`config.mk`:
```
export PLATFORM = sky130hd
export DESIGN_NAME = mem_bank_ctrl_flat
export DESIGN_NICKNAME = d
export VERILOG_FILES = /design/src/rtl/mem_bank_ctrl_if.sv /design/src/rtl/mem_bank_ctrl.sv /design/src/flat_wrapper.sv
export SDC_FILE = /design/constraint.sdc
export NUM_CORES = 1
export LEC_CHECK = 0
export ABC_CLOCK_PERIOD_IN_PS = 2400
export CORE_MARGIN = 4
export CORE_UTILIZATION = 38
export CTS_CLUSTER_DIAMETER = 40
export DETAILED_ROUTE_END_ITERATION = 7
export PLACE_DENSITY = 0.81
export SLEW_MARGIN = 20
export SYNTH_ARGS = -nofsm -noshare
export SYNTH_HDL_FRONTEND = slang
export SYNTH_SLANG_ARGS = --single-unit
```
`constraint.sdc`:
```
create_clock -name clk -period 2.4 [get_ports clk]
set_clock_uncertainty 0.2 [all_clocks]
set_input_delay 0.48 -clock clk [delete_from_list [all_inputs] [get_ports clk]]
set_output_delay 0.48 -clock clk [all_outputs]
set_load 0.005 [all_outputs]
```
`src/rtl/mem_bank_ctrl_if.sv`:
```
// Requester-side write bus for mem_bank_ctrl: two requesters, each with its own
// address/data slice, and one ack pulse per requester.
interface mem_bank_ctrl_if #(
  parameter int WORDS = 4,
  parameter int WIDTH = 8
) ();
  localparam int AW = (WORDS > 1) ? $clog2(WORDS) : 1;

  logic [1:0]         req_i;
  logic [2*AW-1:0]    addr_i;
  logic [2*WIDTH-1:0] data_i;
  logic [1:0]         ack_o;

  modport master (output req_i, output addr_i, output data_i, input ack_o);
  modport slave  (input req_i, input addr_i, input data_i, output ack_o);
endinterface

```
`src/rtl/mem_bank_ctrl.sv`:
```
// Write sequencer for a bank of dual-rail latch words: NULL wave, data wave, settle, ack.
// Optional readback check of the written word is enabled by defining MEM_BANK_CTRL_RDBK_EN.
//
// state     | meaning
// ----------+---------------------------------------------------------------
// ST_IDLE   | waiting for a request; arbitrates and captures addr/data
// ST_NULL   | target latch transparent, rails driven NULL, OPEN_CYC cycles
// ST_DATA   | target latch transparent, rails carry data, OPEN_CYC cycles
// ST_SETTLE | all latches opaque, rails NULL, SETTLE_CYC cycles
// ST_DONE   | one-cycle ack to the granted requester (optional readback)
module mem_bank_ctrl #(
  parameter int WORDS      = 4,
  parameter int WIDTH      = 8,
  parameter int OPEN_CYC   = 2,
  parameter int SETTLE_CYC = 8
) (
  input  logic                     clk,
  input  logic                     rst_n,
  mem_bank_ctrl_if.slave           bus,
  output logic [WORDS-1:0]         lat_o,
  output logic [2*WIDTH-1:0]       rails_o,
  input  logic [WORDS*2*WIDTH-1:0] rd_rails_i,
  output logic                     busy_o,
  output logic                     err_o
);
  localparam int AW   = (WORDS > 1) ? $clog2(WORDS) : 1;
  localparam int MAXC = (OPEN_CYC > SETTLE_CYC) ? OPEN_CYC : SETTLE_CYC;
  localparam int CW   = (MAXC > 1) ? $clog2(MAXC + 1) : 1;

  typedef enum logic [2:0] {ST_IDLE, ST_NULL, ST_DATA, ST_SETTLE, ST_DONE} state_t;

  state_t           state_q;
  logic [CW-1:0]    cnt_q;
  logic             gnt_q;
  logic             prio_q;
  logic [AW-1:0]    addr_q;
  logic [WIDTH-1:0] data_q;
  logic [1:0]       ack_q;

  logic             gnt_nxt;
  logic [AW-1:0]    addr_nxt;
  logic [WIDTH-1:0] data_nxt;

  function automatic logic [2*WIDTH-1:0] enc(input logic [WIDTH-1:0] d);
    logic [2*WIDTH-1:0] r;
    for (int i = 0; i < WIDTH; i++) begin
      r[2*i+1] = d[i];
      r[2*i]   = ~d[i];
    end
    return r;
  endfunction

  // Out-of-range addresses match no bit, leaving every latch opaque.
  function automatic logic [WORDS-1:0] lat_mask(input logic [AW-1:0] a);
    logic [WORDS-1:0] m;
    m = '1;
    for (int i = 0; i < WORDS; i++) begin
      if (a == AW'(i)) m[i] = 1'b0;
    end
    return m;
  endfunction

  // prio_q names the requester that wins a tie.
  always_comb begin
    gnt_nxt = 1'b0;
    if (bus.req_i == 2'b11) gnt_nxt = prio_q;
    else                    gnt_nxt = bus.req_i[1];
  end

  assign addr_nxt = gnt_nxt ? bus.addr_i[2*AW-1:AW]       : bus.addr_i[AW-1:0];
  assign data_nxt = gnt_nxt ? bus.data_i[2*WIDTH-1:WIDTH] : bus.data_i[WIDTH-1:0];

`ifdef MEM_BANK_CTRL_RDBK_EN
  logic rb_bad;
  logic err_q;

  always_comb begin
    rb_bad = 1'b0;
    for (int w = 0; w < WORDS; w++) begin
      if (addr_q == AW'(w) && rd_rails_i[w*2*WIDTH +: 2*WIDTH] != enc(data_q)) rb_bad = 1'b1;
    end
  end

  always_ff @(posedge clk or negedge rst_n) begin
    if (!rst_n)                             err_q <= 1'b0;
    else if (state_q == ST_DONE && rb_bad)  err_q <= 1'b1;
  end

  assign err_o = err_q;
`else
  logic unused_rd;
  assign unused_rd = ^rd_rails_i;
  assign err_o     = 1'b0;
`endif

  always_ff @(posedge clk or negedge rst_n) begin
    if (!rst_n) begin
      state_q <= ST_IDLE;
      cnt_q   <= '0;
      gnt_q   <= 1'b0;
      prio_q  <= 1'b0;
      addr_q  <= '0;
      data_q  <= '0;
      ack_q   <= 2'b00;
      lat_o   <= '1;
      rails_o <= '0;
      busy_o  <= 1'b0;
    end else begin
      ack_q <= 2'b00;
      case (state_q)
        ST_IDLE: begin
          if (|bus.req_i) begin
            gnt_q   <= gnt_nxt;
            prio_q  <= ~gnt_nxt;
            addr_q  <= addr_nxt;
            data_q  <= data_nxt;
            cnt_q   <= CW'(OPEN_CYC - 1);
            lat_o   <= lat_mask(addr_nxt);
            rails_o <= '0;
            busy_o  <= 1'b1;
            state_q <= ST_NULL;
          end
        end
        ST_NULL: begin
          if (cnt_q == '0) begin
            cnt_q   <= CW'(OPEN_CYC - 1);
            rails_o <= enc(data_q);
            state_q <= ST_DATA;
          end else begin
            cnt_q <= cnt_q - 1'b1;
          end
        end
        ST_DATA: begin
          if (cnt_q == '0) begin
            cnt_q   <= CW'(SETTLE_CYC - 1);
            lat_o   <= '1;
            rails_o <= '0;
            state_q <= ST_SETTLE;
          end else begin
            cnt_q <= cnt_q - 1'b1;
          end
        end
        ST_SETTLE: begin
          if (cnt_q == '0) begin
            ack_q   <= gnt_q ? 2'b10 : 2'b01;
            state_q <= ST_DONE;
          end else begin
            cnt_q <= cnt_q - 1'b1;
          end
        end
        ST_DONE: begin
          busy_o  <= 1'b0;
          state_q <= ST_IDLE;
        end
        default: begin
          lat_o   <= '1;
          rails_o <= '0;
          busy_o  <= 1'b0;
          state_q <= ST_IDLE;
        end
      endcase
    end
  end

  assign bus.ack_o = ack_q;
endmodule

```
`src/flat_wrapper.sv`:
```
// flat-port wrapper written by rule: the top's interface ports become plain ports
module mem_bank_ctrl_flat 
#(
  parameter int WORDS      = 4,
  parameter int WIDTH      = 8,
  parameter int OPEN_CYC   = 2,
  parameter int SETTLE_CYC = 8
)
  (clk, rst_n, lat_o, rails_o, rd_rails_i, busy_o, err_o, bus_req_i, bus_addr_i, bus_data_i, bus_ack_o);
  mem_bank_ctrl_if #(.WORDS(WORDS), .WIDTH(WIDTH)) bus_i ();
  input  logic clk;
  input  logic rst_n;
  output logic [WORDS-1:0] lat_o;
  output logic [2*WIDTH-1:0] rails_o;
  input  logic [WORDS*2*WIDTH-1:0] rd_rails_i;
  output logic busy_o;
  output logic err_o;
  input wire logic [$bits(bus_i.req_i)-1:0] bus_req_i;
  input wire logic [$bits(bus_i.addr_i)-1:0] bus_addr_i;
  input wire logic [$bits(bus_i.data_i)-1:0] bus_data_i;
  output wire logic [$bits(bus_i.ack_o)-1:0] bus_ack_o;
  assign bus_i.req_i = bus_req_i;
  assign bus_i.addr_i = bus_addr_i;
  assign bus_i.data_i = bus_data_i;
  assign bus_ack_o = bus_i.ack_o;
  mem_bank_ctrl #(.WORDS(WORDS), .WIDTH(WIDTH), .OPEN_CYC(OPEN_CYC), .SETTLE_CYC(SETTLE_CYC)) u_core (.clk(clk), .rst_n(rst_n), .bus(bus_i), .lat_o(lat_o), .rails_o(rails_o), .rd_rails_i(rd_rails_i), .busy_o(busy_o), .err_o(err_o));
endmodule
```
==> impl_metrics.json <==
{
  "initial_core_util_pct": 39.6,
  "wire_per_inst_um": 14.1,
  "cts_buffers": 5,
  "setup_viol_count_final": 0,
  "cts_tree": "built",
  "die_x_um": 78.6,
  "fmaxAchievable_ghz": 0.454,
  "r2r-start": "u_core.cnt_q[0]",
  "r2r_cells": 6,
  "area.growth.synth_to_final_pct": 34.9,
  "drt_pass1_iterations": 4,
  "post-cts-setup-buffer-count": 0,
  "powerDensity_mw_per_mm2": 1200,
  "synth.top_cells.by_count": "dfrtp_1 (36), o21ai_0 (18), nand2_1 (17), nor2_1 (12), mux2i_1 (11)",
  "synthCells": 167,
  "grt_pass1_wl_um": 6980,
  "diodes": 0,
  "status": "completed",
  "clockBufferDepth": 2,
  "io_buffers": 46,
  "synth-edff-count": 0,
  "syn_area_mm2": 0.00189,
  "dieArea_mm2": 0.00618,
  "synth_top_cell_by_area": "dfrtp_1",
  "holdCritPathClass": "in -> async",
  "rows": 25,
  "timing.final.max_slew_violations": 0,
  "wl_met3_um": 136,
  "postRouteAntennaNets": 0,
  "clock_latency_ps": 290,
  "final_hold_viol_count": 0,
  "grt_pass1_vias": 1464,
  "period_share_pct": 91.7,
  "cp.arrival_ps": 2230,
  "leakagePower_nw": 1.13,
  "ys.warnings.count": 0,
  "dpl_cell_area_mm2": 0.00243,
  "final_cell_area_mm2": 0.00255,
  "critPathMaxFanout": 8,
  "yosysMostFrequentCell": "dfrtp_1",
  "grt_usage_pct": 14.7,
  "synth-seq-cells": 40,
  "cts_hold_buffers": 0,
  "synthTopCellsByArea": "dfrtp_1 (48%), o2bb2ai_2 (6.3%), mux2i_1 (5.8%), dfstp_2 (5.5%), o21ai_0 (4.8%)",
  "clk_root_buffer_cell": "clkbuf_8",
  "drive_above_1_share_pct": 15.1,
  "grt_max_degree": 41,
  "wl_um": 4020,
  "num_io_pins": 112,
  "vias_per_cell": 4.88,
  "cts_resized": 0,
  "grt_overflow": 0,
  "die-height_um": 78.6,
  "relSlewSlack_pct": 64.1,
  "startpoint": "u_core.cnt_q[0]",
  "synth.top_cell.area_share_pct": 47.6,
  "yosysSeqAreaShare_pct": 53.1,
  "worstPathRequired_ps": 2430,
  "wl_met1_um": 1750,
  "worst_pin_slew_ps": 533,
  "start_kind": "flip-flop",
  "drtIter0Drc": 76,
  "rsz0062_at_grt": "false",
  "period_needed_ps": 2200,
  "crit_path_end": "u_core.cnt_q[1]",
  "cts_num_sinks": 40,
  "ir_drop_mv": 0.495,
  "yosysUniqueCellTypes": 39,
  "num_vias": 1392,
  "synth-main-ff-cell": "dfrtp_1",
  "layout.nets": 306,
  "critical_path_class": "reg -> reg",
  "top_layer": "met4",
  "place.detailed.hpwl_um": 3040,
  "synth_area_per_cell_um2": 11.3,
  "finalSetupTns_ps": 0,
  "cp-end-kind": "flip-flop",
  "cap_viol_max_count": 0,
  "clk_pin_slew_worst_paths_ps": 80,
  "async_flop_share_pct": 100,
  "htree_levels": 2,
  "rrSetupSlack_ps": 200,
  "synth.net_count": 256,
  "antenna_found_initial": 0,
  "core_region_area_mm2": 0.00479,
  "drc_errors": 0,
  "gp_congestion": 0.796,
  "r2r-end": "u_core.cnt_q[1]",
  "wl_met2_um": 2040
}
## how the worst min path moves through the flow
stage               depth (start not counted)                  end  slack [ps]
floorplan                                   0  u_core.bus.ack_o[0]         -20
global placement                            1  u_core.bus.ack_o[0]         240
detailed placement                          1  u_core.bus.ack_o[0]         240
CTS                                         2    u_core.rails_o[5]          60
global route                                2     u_core.data_q[2]          80
finish                                      2     u_core.data_q[2]          40
## state kept, by name (all words and copies together) (netlist names)
| signal | cells |
|---|---|
| u_core.state_q | 3 |
| u_core.data_q | 8 |
| u_core.bus.ack_o | 2 |
| u_core.prio_q | 1 |
| u_core.lat_o | 4 |
| u_core.busy_o | 1 |
| u_core.gnt_q | 1 |
| u_core.rails_o | 16 |
| u_core.cnt_q | 4 |
## logic make-up after synthesis
logic type      share of synthesized area [%]
mux                                      6.41
other cells                             0.198
buf+inv                                  4.29
xor+xnor                                0.462
fa+ha+maj                               0.660
flops                                    53.1
simple gates                             13.7
compound gates                           21.1
## area by class of cell
| type | count | area (um2) |
|---|---|---|
| fill | 420 | 2230 |
| sequential | 40 | 1010 |
| multi-input combinational | 113 | 807 |
| timing repair buffer | 52 | 513 |
| clock buffer | 7 | 96.3 |
| tap | 67 | 83.8 |
| clock inverter | 1 | 30.0 |
| inverter | 5 | 18.8 |
## worst max-delay path, stage by stage (launching register included)
cell and delay [ps]:
dfrtp_1 420, inv_1 90, ha_1 200, or3b_1 520, or3_1 460, nand2_1 100, a22o_1 140
## report_power, final
group          total [W]  internal (W)  leakage [nW]  switching (W)
registers        0.00120      0.000958         0.506       0.000245
clock network   0.000596      0.000367        0.0645       0.000229
logic            0.00128      0.000688         0.557       0.000589
## metal layers
metal / global-route usage [%] / vias up
met5: 0 / -
met4: 6.47 / 0
met3: 2.98 / 8
met2: 24.2 / 28
met1: 18.6 / 661
li1: - / 695
## through the flow
step	instances	utilization, %	setup WS [ps]	hold WS (ps)	power [W]
2_1_floorplan	167	-	392	-15.6	0.00196
3_3_place_gp	277	50.7	218	237	0.00246
6_report	285	53.4	200	36.0	0.00308
3_5_place_dp	277	50.7	181	243	0.00251
4_1_cts	285	53.4	193	58.8	0.00312
5_1_grt	285	53.4	47.3	80.1	0.00331
## placed cells by master, fill, tap and decap left out, types with 4 or more instances in the layout
cell type,n
inv_1,5
dfrtp_1,36
a22o_1,9
o2bb2ai_2,8
buf_4,5
dfstp_2,4
mux2i_1,11
a22oi_1,4
nor3_1,4
nor2_1,12
nand2_1,17
clkbuf_8,7
clkdlybuf4s50_1,45
o21ai_0,18
nand2b_1,5
No activity file was read; power rests on OpenSTA's default activity.
